File: config.mk
export PLATFORM = sky130hd
export DESIGN_NAME = parity_arb
export DESIGN_NICKNAME = d
export VERILOG_FILES = /design/src/rtl/parity_arb_pkg.sv /design/src/rtl/parity_xor32.sv /design/src/rtl/parity_arb.sv
export SDC_FILE = /design/constraint.sdc
export NUM_CORES = 1
export LEC_CHECK = 0
export ABC_AREA = 1
export BUFFER_PORTS_ARGS = -buffer_cell sky130_fd_sc_hd__buf_2
export CORE_ASPECT_RATIO = 1.1
export CORE_UTILIZATION = 53
export CTS_CLUSTER_SIZE = 14
export DETAILED_ROUTE_END_ITERATION = 10
export PLACE_DENSITY = 0.81
export SLEW_MARGIN = 20
export SYNTH_ARGS = -nofsm -noshare
export SYNTH_HDL_FRONTEND = slang
export SYNTH_SLANG_ARGS = --single-unit
File: constraint.sdc
create_clock -name clk -period 2.37 [get_ports clk]
set_clock_uncertainty 0.05 [all_clocks]
set_input_delay 0.1185 -clock clk [delete_from_list [all_inputs] [get_ports clk]]
set_output_delay 0.1185 -clock clk [all_outputs]
set_load 0.01 [all_outputs]
File: src/rtl/parity_arb_pkg.sv
// Shared types and constants for the parity arbiter and its XOR-reduction datapath.
package parity_arb_pkg;

    localparam int DATA_W = 32;

    // Frame sequencer states: wait for a request, stream the owner's frame,
    // then present the result until the consumer takes it.
    typedef enum logic [1:0] {
        IDLE = 2'd0,
        BUSY = 2'd1,
        HOLD = 2'd2
    } state_t;

    // Requester index: 0 or 1.
    typedef logic req_id_t;

endpackage

File: src/rtl/parity_xor32.sv
// Combinational XOR reduction of one 32-bit word as a balanced 5-level tree.
module parity_xor32
    import parity_arb_pkg::*;
(
    input  logic [DATA_W-1:0] i_data,
    output logic              o_parity
);

    logic [15:0] w_l16;
    logic [7:0]  w_l8;
    logic [3:0]  w_l4;
    logic [1:0]  w_l2;

    // Pairwise XOR at each level halves the width until two bits remain.
    always_comb begin
        w_l16 = '0;
        w_l8  = '0;
        w_l4  = '0;
        w_l2  = '0;
        for (int i = 0; i < 16; i++) w_l16[i] = i_data[2*i] ^ i_data[2*i+1];
        for (int i = 0; i < 8; i++)  w_l8[i]  = w_l16[2*i] ^ w_l16[2*i+1];
        for (int i = 0; i < 4; i++)  w_l4[i]  = w_l8[2*i] ^ w_l8[2*i+1];
        for (int i = 0; i < 2; i++)  w_l2[i]  = w_l4[2*i] ^ w_l4[2*i+1];
    end

    assign o_parity = w_l2[0] ^ w_l2[1];

endmodule

File: src/rtl/parity_arb.sv
// Round-robin arbiter sharing one parity reducer between two frame streams.
// Handshake: a word (or result) transfers on a rising edge where valid and
// ready are both high; producers hold data/last stable while valid && !ready.
// The grant is locked to one requester from its first word to its last word.
module parity_arb
    import parity_arb_pkg::*;
#(
    parameter int CNT_W = 8
) (
    input  logic              clk,
    input  logic              rst,
    input  logic              req0_valid,
    input  logic [DATA_W-1:0] req0_data,
    input  logic              req0_last,
    output logic              req0_ready,
    input  logic              req1_valid,
    input  logic [DATA_W-1:0] req1_data,
    input  logic              req1_last,
    output logic              req1_ready,
    output logic              res_valid,
    input  logic              res_ready,
    output logic              res_id,
    output logic              res_parity,
    output logic [CNT_W-1:0]  res_words,
    output state_t            dbg_state
);

    state_t            r_state;
    req_id_t           r_rr;
    req_id_t           r_owner;
    logic              r_acc;
    logic [CNT_W-1:0]  r_cnt;
    logic              r_res_valid;
    req_id_t           r_res_id;
    logic              r_res_parity;
    logic [CNT_W-1:0]  r_res_words;

    logic              w_valid;
    logic              w_last;
    logic [DATA_W-1:0] w_data;
    logic              w_word_par;
    logic              w_accept;
    logic [CNT_W-1:0]  w_cnt_next;
    req_id_t           w_grant;

    // Owner's stream feeds the single reducer instance.
    assign w_valid  = r_owner ? req1_valid : req0_valid;
    assign w_last   = r_owner ? req1_last  : req0_last;
    assign w_data   = r_owner ? req1_data  : req0_data;
    assign w_accept = (r_state == BUSY) && w_valid;

    // Word counter sticks at all-ones rather than wrapping.
    assign w_cnt_next = (&r_cnt) ? r_cnt : r_cnt + CNT_W'(1);

    parity_xor32 u_xor (
        .i_data   (w_data),
        .o_parity (w_word_par)
    );

    // Single valid requester wins outright; on a tie the rr pointer decides.
    always_comb begin
        w_grant = r_rr;
        if (req0_valid && !req1_valid)
            w_grant = 1'b0;
        else if (!req0_valid && req1_valid)
            w_grant = 1'b1;
    end

    // Frame sequencer: grant, accumulate, publish result, wait for consumer.
    always_ff @(posedge clk or posedge rst) begin
        if (rst) begin
            r_state      <= IDLE;
            r_rr         <= 1'b0;
            r_owner      <= 1'b0;
            r_acc        <= 1'b0;
            r_cnt        <= '0;
            r_res_valid  <= 1'b0;
            r_res_id     <= 1'b0;
            r_res_parity <= 1'b0;
            r_res_words  <= '0;
        end else begin
            case (r_state)
                IDLE: begin
                    if (req0_valid || req1_valid) begin
                        r_owner <= w_grant;
                        r_state <= BUSY;
                    end
                end
                BUSY: begin
                    if (w_accept) begin
                        r_acc <= r_acc ^ w_word_par;
                        r_cnt <= w_cnt_next;
                        if (w_last) begin
                            r_res_parity <= r_acc ^ w_word_par;
                            r_res_words  <= w_cnt_next;
                            r_res_id     <= r_owner;
                            r_res_valid  <= 1'b1;
                            r_rr         <= ~r_owner;
                            r_state      <= HOLD;
                        end
                    end
                end
                HOLD: begin
                    if (r_res_valid && res_ready) begin
                        r_res_valid <= 1'b0;
                        r_acc       <= 1'b0;
                        r_cnt       <= '0;
                        r_state     <= IDLE;
                    end
                end
                default: r_state <= IDLE;
            endcase
        end
    end

    assign req0_ready = (r_state == BUSY) && (r_owner == 1'b0);
    assign req1_ready = (r_state == BUSY) && (r_owner == 1'b1);
    assign res_valid  = r_res_valid;
    assign res_id     = r_res_id;
    assign res_parity = r_res_parity;
    assign res_words  = r_res_words;
    assign dbg_state  = r_state;

endmodule
==> flow_metrics.py, run 1 <==
metrics = {
    "run_status": {
        "status": "complete, no violations",
    },
    "synthesis": {
        "synth-simple-area-share_pct": 47.05,
        "yosysSeqAreaShare_pct": 20.25,
        "synth_top_family_by_area": "simple AND/OR/NAND/NOR gates",
        "yosys_warnings": 0,
        "synth_xor_area_share_pct": 5.021,
        "synth_edf_count": 0,
        "synth_area_leaders": "nand2_1 40%, dfrtp_1 20%, inv_1 9.4%, o21ai_0 4.4%, o21ai_1 3.9%",
        "synthAdderAreaFrac_pct": 1.688,
        "syn-num-nets": 634,
        "synthCells": 559,
        "yosysTopAreaCell": "nand2_1",
        "ys_ff_latch": 24,
        "synth_common_cells": "317 x nand2_1, 74 x inv_1, 26 x o21ai_0",
        "post_synth.cell_area_avg_sq_um": 5.305,
        "synthArstFlopShare_pct": 100.0,
        "synth-main-ff-cell": "dfrtp_1",
        "synthesis.area_sq_mm": 0.002965,
        "synth_cell_type_count": 31,
        "yosysMostFrequentCell": "nand2_1",
        "synth_mux_area_share_pct": 0.3376,
        "synth_top_area_share_pct": 40.13,
        "synth_compound_area_share_pct": 11.14,
    },
    "run": {
        "max_cap_viol_count": 0,
    },
    "final_layout": {
        "post-route-cell-area_sq_mm": 0.003455,
        "fillCellCount": 553,
        "antenna_cells": 0,
        "regArea_sq_um": 601.8,
        "drive_above_1_share_pct": 15.93,
        "multiInputGateArea_sq_mm": 0.001934,
        "syn_to_final_growth_pct": 16.50,
        "fin_nets": 710,
    },
    "sta": {
        "fmax_ghz": 0.4941,
        "setup_viol": 0,
        "setup_tns_ns": 0,
        "maxSlewViolCount": 0,
        "hold_viol": 0,
        "grt_setup_unrepaired": "no",
        "period_minus_slack_ns": 2.024,
        "max_slew.worst_pin.slew_ns": 0.5805,
        "finalCritPeriodShare_pct": 85.40,
        "max_slew_margin_pct": 61.25,
    },
    "setup_path": {
        "crit_type": "register to register",
        "worstRegToRegCells": 16,
        "critPathCaptureType": "register",
        "crit_path_end": "res_parity",
        "cp-startpoint": "r_owner",
        "r2r_slack_ns": 0.35,
        "reg2reg_to": "res_parity",
        "r2r_start": "r_owner",
        "critPathRequiredTime_ns": 2.49,
        "critPathLaunchType": "register",
        "worstPathArrival_ns": 2.14,
        "path_max_fanout": 77,
    },
    "power_and_ir_drop": {
        "peakVddDrop_uv": 895.7,
        "p_per_area_mw_per_mm2": 1008,
        "p_leak_uw": 0.002192,
    },
    "clocking": {
        "post_cts_resized": 0,
        "cts_buffers": 3,
        "cts.sinks": 24,
        "cts_buffer_depth": 2,
        "htree_levels": 1,
        "cts_root_buffer": "clkbuf_8",
        "cts_tree": "done",
        "clk_pin_slew_ns": 0.09,
        "clk_latency_ns": 0.27,
    },
    "floorplan": {
        "die_x_um": 73.32,
        "boundaryPins": 86,
        "die_y_um": 80.45,
        "fp.coreArea_sq_mm": 0.005395,
        "dieArea_sq_mm": 0.005899,
        "rows": 28,
        "initial_core_util_pct": 54.96,
    },
    "detailed_routing": {
        "routedWlPerCell_um": 9.377,
        "dr.pass1.iters": 4,
        "num_vias": 3390,
        "totalWireLength_mm": 6.648,
        "first_iter_violations": 126,
        "viasPerCell": 4.781,
        "postRouteAntennaNets": 0,
        "drc_errors": 0,
    },
    "global_route": {
        "grt_pass1_wl_mm": 11.27,
        "grt_pass1_vias": 2851,
        "antenna_found_initial": 0,
        "gr-usage-all-layers_pct": 23.33,
        "grt_overflow": 0,
        "grt_max_degree": 78,
    },
    "worst_hold_path": {
        "holdCritPathClass": "primary input to register",
    },
    "placement": {
        "io_buffers": 85,
        "place.gp.congestion": 0.7947,
        "dpl_cell_area_sq_mm": 0.003373,
        "hpwl_mm": 5.167,
    },
}
-- worst min-delay path by stage --
stage                          start  cells after the start           end
after floorplan                  rst                      1  dbg_state[0]
after global placement           rst                      3  res_words[1]
after detailed placement         rst                      3  res_words[1]
after CTS                 req1_valid                      3       r_owner
after global routing      req1_valid                      3       r_owner
final                     req1_valid                      3       r_owner
-- cells in the final DEF, fill, tap and decap left out, drive strengths merged --
master | Yosys | layout
nand2 | 319 | 319
buf | 17 | 87
inv | 76 | 76
o21ai | 50 | 50
dfrtp | 24 | 24
nor2 | 20 | 20
nand3 | 12 | 12
xor2 | 10 | 10
xnor2 | 7 | 7
o22ai | 5 | 5
ha | 4 | 4
a21oi | 3 | 3
nand4 | 3 | 3
clkbuf | 0 | 3
o211ai | 2 | 2
or2 | 2 | 2
mux2i | 1 | 1
nor4 | 1 | 1
nor3b | 1 | 1
a31oi | 1 | 1
a22o | 1 | 1
bufinv | 0 | 1
dlygate4sd3 | 0 | 1
-- cells by family after synthesis --
kind of cell / after synthesis
XOR/XNOR: 17
adder cells (fa/ha/maj): 4
AND/OR/NAND/NOR: 358
AO/OA/AOI/OAI: 62
flip-flops: 24
multiplexers: 1
buffers and inverters: 93
-- final cells by class --
cell class,instances,area share [%]
clock buffers,3,1.195
flip-flops and latches,24,17.42
clock inverters,1,0.8693
multi-input cells,442,55.99
inverters,76,8.403
well taps,75,2.716
repair buffers,88,13.40
-- metrics by stage --
| step | hold WS, ns | cells | power (uW) | setup WS, ns | util, % |
|---|---|---|---|---|---|
| 3_3_place_gp | 0.1255 | 704 | 3036 | 0.4395 | 62.52 |
| 2_1_floorplan | 0.08312 | 559 | 2698 | 0.6917 | - |
| 3_5_place_dp | 0.1299 | 704 | 3118 | 0.3830 | 62.52 |
| 6_report | 0.06943 | 709 | 3482 | 0.3461 | 64.03 |
| 4_1_cts | 0.06823 | 709 | 3501 | 0.3637 | 64.03 |
| 5_1_grt | 0.08954 | 709 | 3907 | 0.07720 | 64.03 |
-- registers in the layout (all words and copies together) (netlist names) --
name        flops
r_cnt           8
r_rr            1
r_acc           1
r_owner         1
res_words       8
dbg_state       2
res_id          1
res_parity      1
res_valid       1
-- critical path, stage by stage, from the launching register on --
cell and delay (ns):
dfrtp_2 0.53, buf_12 0.30, nand2_1 0.08, o21ai_1 0.15, inv_1 0.08, nand2_1 0.06, nand2_1 0.06, nand2_1 0.05
nand2_1 0.06, nand2_1 0.06, nand2_1 0.06, nand2_1 0.06, nand2_2 0.07, inv_2 0.05, nand2_2 0.05, nand3_1 0.06
nand2_1 0.05
-- report_power, final --
| group | internal, uW | total (uW) | leakage, uW | switching, uW |
|---|---|---|---|---|
| Sequential | 596 | 759 | 0.000312 | 163 |
| Clock | 226 | 365 | 0.0000357 | 139 |
| Combinational | 840 | 2360 | 0.00184 | 1520 |
-- layer usage --
layer / global-route usage (%) / wire length (um)
met5: 0 / 0
met4: 5.769 / 74
met3: 2.635 / 258
met2: 42.78 / 3268
met1: 28.69 / 3047
-- what timing repair did --
action,CTS,global route
hold buffers,1,0
buffers inserted,0,0
hold endpoints to repair,24,0
No activity file was read; power rests on OpenSTA's default activity.
==> run 2, diff against run 1 <==
CTS_BUF_LIST = sky130_fd_sc_hd__clkbuf_16   (was default)
==> flow_metrics.py, run 2 (synthesized netlist as in run 1, its figures left out) <==
metrics = {
    "run_status": {
        "status": "complete, no violations",
    },
    "sta": {
        "maxSlewViolCount": 0,
        "max_slew.worst_pin.slew_ns": 0.6073,
        "whs_ns": 0.08644,
        "period_minus_slack_ns": 2.018,
        "fmax_ghz": 0.4956,
        "finalCritPeriodShare_pct": 85.13,
        "setup_tns_ns": 0,
        "worst_slack_ns": 0.3524,
        "hold_viol": 0,
        "setup_viol": 0,
        "max_slew_margin_pct": 59.47,
        "grt_setup_unrepaired": "no",
    },
    "detailed_routing": {
        "wl_met3_um": 246,
        "drc_errors": 0,
        "totalWireLength_mm": 6.763,
        "route.met2.wl_mm": 3.332,
        "wl_met1_mm": 3.116,
        "num_vias": 3400,
        "top_layer_used": "met4",
        "routedWlPerCell_um": 9.539,
        "dr.pass1.iters": 4,
        "postRouteAntennaNets": 0,
        "first_iter_violations": 155,
        "viasPerCell": 4.795,
    },
    "clocking": {
        "cts_hold_buf": 1,
        "post_cts_resized": 0,
        "postCtsSetupBuffers": 0,
        "cts_tree": "done",
        "htree_levels": 1,
        "cts_buffers": 3,
        "cts.sinks": 24,
        "cts_root_buffer": "clkbuf_16",
        "clk_latency_ns": 0.26,
        "cts_buffer_depth": 2,
        "clk_pin_slew_ns": 0.06,
    },
    "placement": {
        "io_buffers": 85,
        "dpl_cell_area_sq_mm": 0.003373,
        "place.gp.congestion": 0.7947,
        "hpwl_mm": 5.167,
        "pre_cts_slack_ns": 0.3830,
    },
    "global_route": {
        "grt_max_degree": 78,
        "grt_pass1_wl_mm": 11.40,
        "grt_overflow": 0,
        "antenna_found_initial": 0,
        "grt_pass1_vias": 2863,
        "gr-usage-all-layers_pct": 23.49,
    },
    "floorplan": {
        "fp.coreArea_sq_mm": 0.005395,
        "dieArea_sq_mm": 0.005899,
        "initial_core_util_pct": 54.96,
        "die_x_um": 73.32,
        "rows": 28,
        "boundaryPins": 86,
        "die_y_um": 80.45,
    },
    "final_layout": {
        "finalCoreUtilization_pct": 64.66,
        "antenna_cells": 0,
        "fillCellCount": 546,
        "syn_to_final_growth_pct": 17.64,
        "drive_above_1_share_pct": 15.93,
        "final_common_cell": "nand2_1",
        "fin_nets": 710,
        "post-route-cell-area_sq_mm": 0.003488,
        "final_cell_mix": "317 x nand2_1, 85 x buf_2, 74 x inv_1",
    },
    "worst_hold_path": {
        "holdCritPathClass": "primary input to register",
        "holdPathStages": 3,
    },
    "run": {
        "max_cap_viol_count": 0,
    },
    "setup_path": {
        "cp-startpoint": "r_owner",
        "r2r_slack_ns": 0.35,
        "path_max_fanout": 77,
        "crit_type": "register to register",
        "reg2reg_to": "res_parity",
        "crit_path_end": "res_parity",
        "r2r_start": "r_owner",
        "worstRegToRegCells": 16,
        "critPathRequiredTime_ns": 2.47,
        "worstPathArrival_ns": 2.12,
        "critPathCaptureType": "register",
        "critPathLaunchType": "register",
    },
    "power_and_ir_drop": {
        "p_per_area_mw_per_mm2": 1039,
        "p_leak_uw": 0.002207,
        "peakVddDrop_uv": 900.1,
    },
}
run 2: cell type report:
type                       count  area, sq um  area share (%)
multi-input combinational    442         1934           55.45
sequential                    24        601.8           17.25
timing repair buffer          88        462.9           13.27
inverter                      76        290.3           8.321
tap                           75        93.84           2.690
clock buffer                   3        75.07           2.152
clock inverter                 1        30.03          0.8608
run 2: worst max-delay path: stages (launching register included):
cell	delay, ns
dfrtp_2	0.53
buf_12	0.31
nand2_1	0.08
o21ai_1	0.14
inv_1	0.08
nand2_1	0.06
nand2_1	0.06
nand2_1	0.05
nand2_1	0.06
nand2_1	0.06
nand2_1	0.06
nand2_1	0.06
nand2_2	0.07
inv_2	0.05
nand2_2	0.05
nand3_1	0.06
nand2_1	0.05
run 2: worst min-delay path by stage:
stage / startpoint / endpoint / slack, ns
2_1_floorplan: rst / dbg_state[0] / 0.08
3_3_place_gp: rst / res_words[1] / 0.13
3_5_place_dp: rst / res_words[1] / 0.13
4_1_cts: req1_valid / r_owner / 0.09
5_1_grt: req1_valid / r_owner / 0.11
6_report: req1_valid / r_owner / 0.09
run 2: power by group:
part	switching, uW	total [uW]	internal [uW]
sequential	163	761	598
clock	146	482	336
combinational	1540	2380	840
run 2: routing by layer:
layer	vias to the layer above	track usage [%]
met5	-	0
met4	0	5.192
met3	7	1.882
met2	71	43.61
met1	1489	29.16
li1	1833	-
run 2: stage by stage:
stage / std cells / power, uW
after floorplan: 559 / 2698
after global placement: 704 / 3036
after detailed placement: 704 / 3118
after CTS: 709 / 3632
after global routing: 709 / 4045
final: 709 / 3623
